`config.mk`:
```
export PLATFORM = sky130hd
export DESIGN_NAME = layer_sequencer_flat
export DESIGN_NICKNAME = d
export VERILOG_FILES = /design/src/rtl/layer_sequencer_if.sv /design/src/rtl/layer_sequencer.sv /design/src/flat_wrapper.sv
export SDC_FILE = /design/constraint.sdc
export NUM_CORES = 1
export LEC_CHECK = 0
export CAP_MARGIN = 25
export CORE_ASPECT_RATIO = 1.25
export CORE_UTILIZATION = 29
export CTS_BUF_LIST = sky130_fd_sc_hd__clkbuf_8
export CTS_CLUSTER_DIAMETER = 80
export CTS_CLUSTER_SIZE = 10
export DETAILED_ROUTE_END_ITERATION = 7
export GPL_TIMING_DRIVEN = 0
export RECOVER_POWER = 50
export SLEW_MARGIN = 10
export SYNTH_ARGS = -nofsm -noshare
export SYNTH_HDL_FRONTEND = slang
export SYNTH_SLANG_ARGS = --single-unit
```
`constraint.sdc`:
```
create_clock -name clk -period 3.3 [get_ports clk]
set_input_delay 0.66 -clock clk [delete_from_list [all_inputs] [get_ports clk]]
set_output_delay 0.66 -clock clk [all_outputs]
set_load 0.03 [all_outputs]
```
`src/rtl/layer_sequencer_if.sv`:
```
// Jump-request / block-chain bundle for layer_sequencer.
// master: the sequencer; slave: input logic and block chain.
interface layer_sequencer_if;
    logic       jump_left;
    logic       jump_right;
    logic       shift_start;
    logic [6:0] layer_map;
    logic [6:0] block_type;
    logic [2:0] player_col;
    logic       busy;
    logic       game_over;

    modport master (
        input  jump_left,
        input  jump_right,
        output shift_start,
        output layer_map,
        output block_type,
        output player_col,
        output busy,
        output game_over
    );

    modport slave (
        output jump_left,
        output jump_right,
        input  shift_start,
        input  layer_map,
        input  block_type,
        input  player_col,
        input  busy,
        input  game_over
    );
endinterface

```
`src/rtl/layer_sequencer.sv`:
```
// Platform-layer sequencer: landing check, LFSR layer generation, shift pacing.
// Optional macro LAYER_SEQ_QUEUE_EN adds a one-entry jump buffer during slides.
module layer_sequencer #(
    parameter int          NUM_LAYERS = 5,
    parameter int          SHIFT_MS   = 150,
    parameter logic [15:0] LFSR_SEED  = 16'hACE1
) (
    input  logic              clk,
    input  logic              rst,
    input  logic              one_ms_tick,
    input  logic              game_en,
    layer_sequencer_if.master seq
);
    localparam logic [6:0] ODD_MASK  = 7'b1010101;
    localparam logic [6:0] EVEN_MASK = 7'b0101010;
    localparam logic [6:0] HOME_ROW  = 7'b0001000;
    localparam logic [2:0] HOME_COL  = 3'd3;
    localparam int         CW        = $clog2(SHIFT_MS + 1);
    localparam logic [CW-1:0] LAST   = CW'(SHIFT_MS - 1);
    // par_q=1: next layer uses the odd mask (opposite of the top row).
    localparam bit PAR_INIT = ((NUM_LAYERS - 1) % 2) == 0;

    typedef enum logic [1:0] {IDLE, GEN, SHIFT, OVER} state_t;

    state_t        state_q;
    logic [15:0]   lfsr_q;
    logic [6:0]    hist_q [NUM_LAYERS];
    logic [2:0]    col_q;
    logic [2:0]    tgt_q;
    logic          par_q;
    logic [CW-1:0] cnt_q;
    logic          shift_q;
    logic [6:0]    map_q;
    logic [6:0]    type_q;
    logic          busy_q;
    logic          over_q;

    function automatic logic [6:0] init_layer(input int k);
        if (k == 0) return HOME_ROW;
        return (k % 2 == 1) ? ODD_MASK : EVEN_MASK;
    endfunction

    logic       req_one;
    logic       req_v;
    logic       go_left;
    logic [2:0] tgt_d;
    logic       in_range;
    logic       req_ok;

    assign req_one = seq.jump_left ^ seq.jump_right;

`ifdef LAYER_SEQ_QUEUE_EN
    logic pend_q;
    logic pend_left_q;
    assign req_v   = pend_q | req_one;
    assign go_left = pend_q ? pend_left_q : seq.jump_left;
`else
    assign req_v   = req_one;
    assign go_left = seq.jump_left;
`endif

    assign tgt_d    = go_left ? col_q - 3'd1 : col_q + 3'd1;
    assign in_range = go_left ? (col_q != 3'd0) : (col_q != 3'd6);
    assign req_ok   = req_v & in_range;

    logic [6:0] mask;
    logic [6:0] top;
    logic [6:0] raw0;
    logic [6:0] reach;
    logic [6:0] low_bit;
    logic [6:0] raw;

    assign mask    = par_q ? ODD_MASK : EVEN_MASK;
    assign top     = hist_q[NUM_LAYERS-1];
    assign raw0    = lfsr_q[6:0] & mask;
    assign reach   = mask & ((top << 1) | (top >> 1));
    assign low_bit = reach & (~reach + 7'd1);
    assign raw     = ((raw0 & reach) == 7'd0) ? (raw0 | low_bit) : raw0;

    // Free-running LFSR, cleared only by the hardware reset.
    always_ff @(posedge clk or negedge rst) begin
        if (!rst) begin
            lfsr_q <= LFSR_SEED;
        end else begin
            lfsr_q <= {lfsr_q[14:0],
                       lfsr_q[15] ^ lfsr_q[13] ^ lfsr_q[12] ^ lfsr_q[10]};
        end
    end

    // Control FSM with shadow history and registered chain outputs.
    always_ff @(posedge clk or negedge rst) begin
        if (!rst) begin
            state_q <= IDLE;
            for (int k = 0; k < NUM_LAYERS; k++) hist_q[k] <= init_layer(k);
            col_q   <= HOME_COL;
            tgt_q   <= HOME_COL;
            par_q   <= PAR_INIT;
            cnt_q   <= '0;
            shift_q <= 1'b0;
            map_q   <= 7'd0;
            type_q  <= 7'd0;
            busy_q  <= 1'b0;
            over_q  <= 1'b0;
`ifdef LAYER_SEQ_QUEUE_EN
            pend_q      <= 1'b0;
            pend_left_q <= 1'b0;
`endif
        end else if (!game_en) begin
            state_q <= IDLE;
            for (int k = 0; k < NUM_LAYERS; k++) hist_q[k] <= init_layer(k);
            col_q   <= HOME_COL;
            tgt_q   <= HOME_COL;
            par_q   <= PAR_INIT;
            cnt_q   <= '0;
            shift_q <= 1'b0;
            map_q   <= 7'd0;
            type_q  <= 7'd0;
            busy_q  <= 1'b0;
            over_q  <= 1'b0;
`ifdef LAYER_SEQ_QUEUE_EN
            pend_q      <= 1'b0;
            pend_left_q <= 1'b0;
`endif
        end else begin
            shift_q <= 1'b0;
`ifdef LAYER_SEQ_QUEUE_EN
            if (busy_q && req_one && !pend_q) begin
                pend_q      <= 1'b1;
                pend_left_q <= seq.jump_left;
            end
`endif
            unique case (state_q)
                IDLE: begin
`ifdef LAYER_SEQ_QUEUE_EN
                    pend_q <= 1'b0;
`endif
                    if (req_ok) begin
                        tgt_q <= tgt_d;
                        if (hist_q[1][tgt_d]) begin
                            state_q <= GEN;
                            busy_q  <= 1'b1;
                        end else begin
                            state_q <= OVER;
                            over_q  <= 1'b1;
                        end
                    end
                end
                GEN: begin
                    map_q  <= raw;
                    type_q <= lfsr_q[14:8] & raw;
                    for (int k = 0; k < NUM_LAYERS - 1; k++) hist_q[k] <= hist_q[k+1];
                    hist_q[NUM_LAYERS-1] <= raw;
                    col_q   <= tgt_q;
                    par_q   <= ~par_q;
                    shift_q <= 1'b1;
                    cnt_q   <= '0;
                    state_q <= SHIFT;
                end
                SHIFT: begin
                    if (one_ms_tick) begin
                        if (cnt_q == LAST) begin
                            cnt_q   <= '0;
                            busy_q  <= 1'b0;
                            state_q <= IDLE;
                        end else begin
                            cnt_q <= cnt_q + CW'(1);
                        end
                    end
                end
                OVER: begin
                    over_q <= 1'b1;
                end
                default: state_q <= IDLE;
            endcase
        end
    end

    assign seq.shift_start = shift_q;
    assign seq.layer_map   = map_q;
    assign seq.block_type  = type_q;
    assign seq.player_col  = col_q;
    assign seq.busy        = busy_q;
    assign seq.game_over   = over_q;
endmodule

```
`src/flat_wrapper.sv`:
```
// flat-port wrapper written by rule: the top's interface ports become plain ports
module layer_sequencer_flat 
#(
    parameter int          NUM_LAYERS = 5,
    parameter int          SHIFT_MS   = 150,
    parameter logic [15:0] LFSR_SEED  = 16'hACE1
)
  (clk, rst, one_ms_tick, game_en, seq_jump_left, seq_jump_right, seq_shift_start, seq_layer_map, seq_block_type, seq_player_col, seq_busy, seq_game_over);
  layer_sequencer_if seq_i ();
  input  logic clk;
  input  logic rst;
  input  logic one_ms_tick;
  input  logic game_en;
  input wire logic [$bits(seq_i.jump_left)-1:0] seq_jump_left;
  input wire logic [$bits(seq_i.jump_right)-1:0] seq_jump_right;
  output wire logic [$bits(seq_i.shift_start)-1:0] seq_shift_start;
  output wire logic [$bits(seq_i.layer_map)-1:0] seq_layer_map;
  output wire logic [$bits(seq_i.block_type)-1:0] seq_block_type;
  output wire logic [$bits(seq_i.player_col)-1:0] seq_player_col;
  output wire logic [$bits(seq_i.busy)-1:0] seq_busy;
  output wire logic [$bits(seq_i.game_over)-1:0] seq_game_over;
  assign seq_i.jump_left = seq_jump_left;
  assign seq_i.jump_right = seq_jump_right;
  assign seq_shift_start = seq_i.shift_start;
  assign seq_layer_map = seq_i.layer_map;
  assign seq_block_type = seq_i.block_type;
  assign seq_player_col = seq_i.player_col;
  assign seq_busy = seq_i.busy;
  assign seq_game_over = seq_i.game_over;
  layer_sequencer #(.NUM_LAYERS(NUM_LAYERS), .SHIFT_MS(SHIFT_MS), .LFSR_SEED(LFSR_SEED)) u_core (.clk(clk), .rst(rst), .one_ms_tick(one_ms_tick), .game_en(game_en), .seq(seq_i));
endmodule
```
==> results.md <==
* Status: completed
* Largest net degree at the start of global routing at 52
* Leakage at roughly 1.7 nW
* CP startpoint kind: input pin
* Chip Height at around 120 um
* P_sw at roughly 0.96 mW
* Drc violations at 0
* Final Max Tran Viols at 0
* Syn Area/Cell at approximately 11 um^2
* DR vias at around 2,400
* Iteration-0 DRC Markers at 152
* Yosys warnings at 0
* FF-to-FF setup slack at about 930 ps
* Peak VDD IR at between 0.00015 and 0.0002 V
* Layout cells sized above 1 at between 15 and 20%
* Register share of total power at 43.6%
* Pre-Repair DR Iteration Count at 4
* Register area share after synthesis at about 54%
* Crit path DAT at between 2000 and 3000 ps
* Later-pin clock latency in the skew report at roughly 340 ps
* All-Layer GR Usage at 13.29%
* Mapped Cells at 308
* Worst hold path endpoint: u_core.lfsr_q[2]
* H-tree levels at 3
* Kind of end point of the critical path: register
* DRT Wirelength at roughly 7700 um
* CORE AREA at 11,670 um^2
* IO buf count at 24
* Final setup TNS at 0 ps
* Clock transition at path regs at 70 ps
* Clock Sinks at 74
* Area delta synth->final at 18.52%
* First-pass GRT wire length at around 13,000 um
* Diode count at 0
* Max Cap Viol at 0
* Gr ovfl total at 0
* CTS buffer count at 9
* Synth Net Count at approximately 320
* Die W at 99.98 um
* Commonest non-fill, non-tap cell in the layout: dfrtp_1
* Yosys reg bits at 74
* HPWL Detailed at 5451 um
* Crit path time final at ~2600 ps
* Clock root cell: clkbuf_8
* Fin crit share at 78.73%
* Post-DRT Antenna Nets at 0
* Critical R2R Launch: u_core.seq.player_col[0]
* Worst hold path class: register to register
* Worst-margin pin slew at between 1000 and 1500 ps
* WL/cell at roughly 15 um
* CTS-repair resized insts at 0
* Initial antenna violation count at 0
* Final Skew at around 5.4 ps
* Achievable Freq at approximately 380 MHz
* Worst Reg-to-Reg Cells at 5
* Number of flops mapped to enable cells by yosys at 0
* # IOs at 26
* Pwr dens at approximately 700 nW/um^2
* Ys async rst share at between 90% and 100%
* Most frequently used flop master after synthesis: dfrtp_1
* Rows at 44
* Max-Slew Margin vs Limit at 15.86%
* Most frequent cells in the layout: dfrtp_1, mux2i_1, inv_1, clkdlybuf4s50_1
* Number of library cell types mapped by synthesis at 53
* Pint at about 1.9 mW
* Sw Share at between 30% and 40%
* Hold Crit Start: u_core.lfsr_q[1]
* Crit-path max FO at 4
* Hold buffer count at CTS at 0
* Buffer count from post-CTS setup fixing at 0
* Starting Density at a little under 30%
* CTS tree: yes
* Nets@finish at 357
* Hold Fails Final Rpt at 0
* Logic pwr share at 31.5%
* RSZ-0062 raised after global routing: false
* Clock power share at 24.9%
* Via density at around 4.8
* Crit Path Class: input pin to register
* Vias in the first global route at roughly 2,500
* Die area at approximately 12,000 um^2
* R2R Path End: u_core.state_q[1]
* Hold path depth at 0
* Clk buf depth at 2
* Setup violators final at 0
* Pre-CTS setup slack at 344.5 ps
* Syn Std Cell Area at between 3000 and 4000 um^2
* Critical Path RT at between 3000 and 4000 ps
* Routability Congestion at 0.7621
* Final setup margin at roughly 700 ps
[registers in the layout, summed over array words and instances (netlist names)]
| register | cells |
|---|---|
| u_core.lfsr_q | 16 |
| u_core.seq.player_col | 3 |
| u_core.seq.block_type | 7 |
| u_core.seq.shift_start | 1 |
| u_core.seq.layer_map | 6 |
| u_core.state_q | 2 |
| u_core.tgt_q | 3 |
| u_core.cnt_q | 8 |
| u_core.par_q | 1 |
| u_core.seq.busy | 1 |
| u_core.top | 4 |
| u_core.seq.game_over | 1 |
| u_core.hist_q | 21 |
[Yosys cell counts (all sizes together) (4+ instances only)]
library cell,number,area share (%)
nor2,6,0.65
nand4,6,1.1
buf,11,2.0
a21boi,5,1.1
and2,5,0.90
mux2i,28,8.1
dfstp,27,20
nand2,21,2.3
o22ai,4,0.72
inv,23,2.5
o21ai,14,2.0
xnor2,5,1.3
nor2b,13,2.3
a21oi,4,0.58
ha,6,2.2
nand2b,11,2.2
nand3,13,1.9
dfrtp,47,34
clkbuf,8,0.86
[area by class of cell]
class,instances,area (um^2)
repair buffers,25,239.0
multi-input cells,192,1408
well taps,161,201.4
clock inverters,3,38.79
inverters,23,86.33
clock buffers,12,165.2
plain buffers,19,100.1
flip-flops and latches,74,1886
fillers,1215,7547
[worst max-delay path, cell delays in order]
cell	delay, ps
clkdlybuf4s50_1	530
fa_1	520
or3b_2	470
o211a_1	190
o311ai_0	310
mux2i_1	130
[kinds of logic after synthesis]
kind of cell / Yosys count / share of synthesized area (%)
AOI/OAI and AO/OA: 55 / 11.11
xor gates and xnor gates: 8 / 2.445
adders and majority gates: 7 / 2.733
buffers and inverters: 42 / 5.358
DFF: 74 / 54.19
muxes: 29 / 8.702
and+or+nand+nor: 93 / 15.46
[worst max path at each step]
| stage | startpoint | to | slack [ps] | cells after the start |
|---|---|---|---|---|
| floorplan | u_core.seq.player_col[0] | u_core.state_q[1] | 1040 | 5 |
| global placement | rst | u_core.tgt_q[2] | -970 | 1 |
| detailed placement | seq_jump_left | u_core.state_q[1] | 340 | 6 |
| CTS | seq_jump_left | u_core.state_q[1] | 700 | 6 |
| global route | rst | u_core.cnt_q[1] | 410 | 2 |
| finish | seq_jump_left | u_core.state_q[1] | 700 | 6 |
[metrics by stage]
stage	util [%]	hold WS, ps	power [mW]	cell area (um^2)	instances
after floorplan	-	354.1	1.913	3480	308
after global placement	33.60	364.5	2.172	3921	493
after global routing	35.33	390.3	3.056	4124	509
final	35.33	384.3	2.887	4124	509
after detailed placement	33.81	370.2	2.196	3946	494
after CTS	35.56	214.2	2.919	4150	509
[layer usage]
metal  wire length (um)  share of wire (%)  vias to the layer above  global-route usage, %
li1                   -                  -                     1140                      -
met1               3387                 44                     1242                  15.82
met2               3902                 51                       32                  22.80
met3                176                2.3                       16                  2.189
met4                194                2.5                        0                  6.820
met5                  0                  0                        -                      0
[power groups by stage]
stage	clock (mW)	sequential (mW)	combinational [mW]
after global routing	0.769	1.28	1.01
after CTS	0.735	1.26	0.925
after detailed placement	0	1.27	0.923
after global placement	0	1.27	0.903
final	0.719	1.26	0.910
after floorplan	0	1.26	0.651
Power figures use the tool's default switching activity.
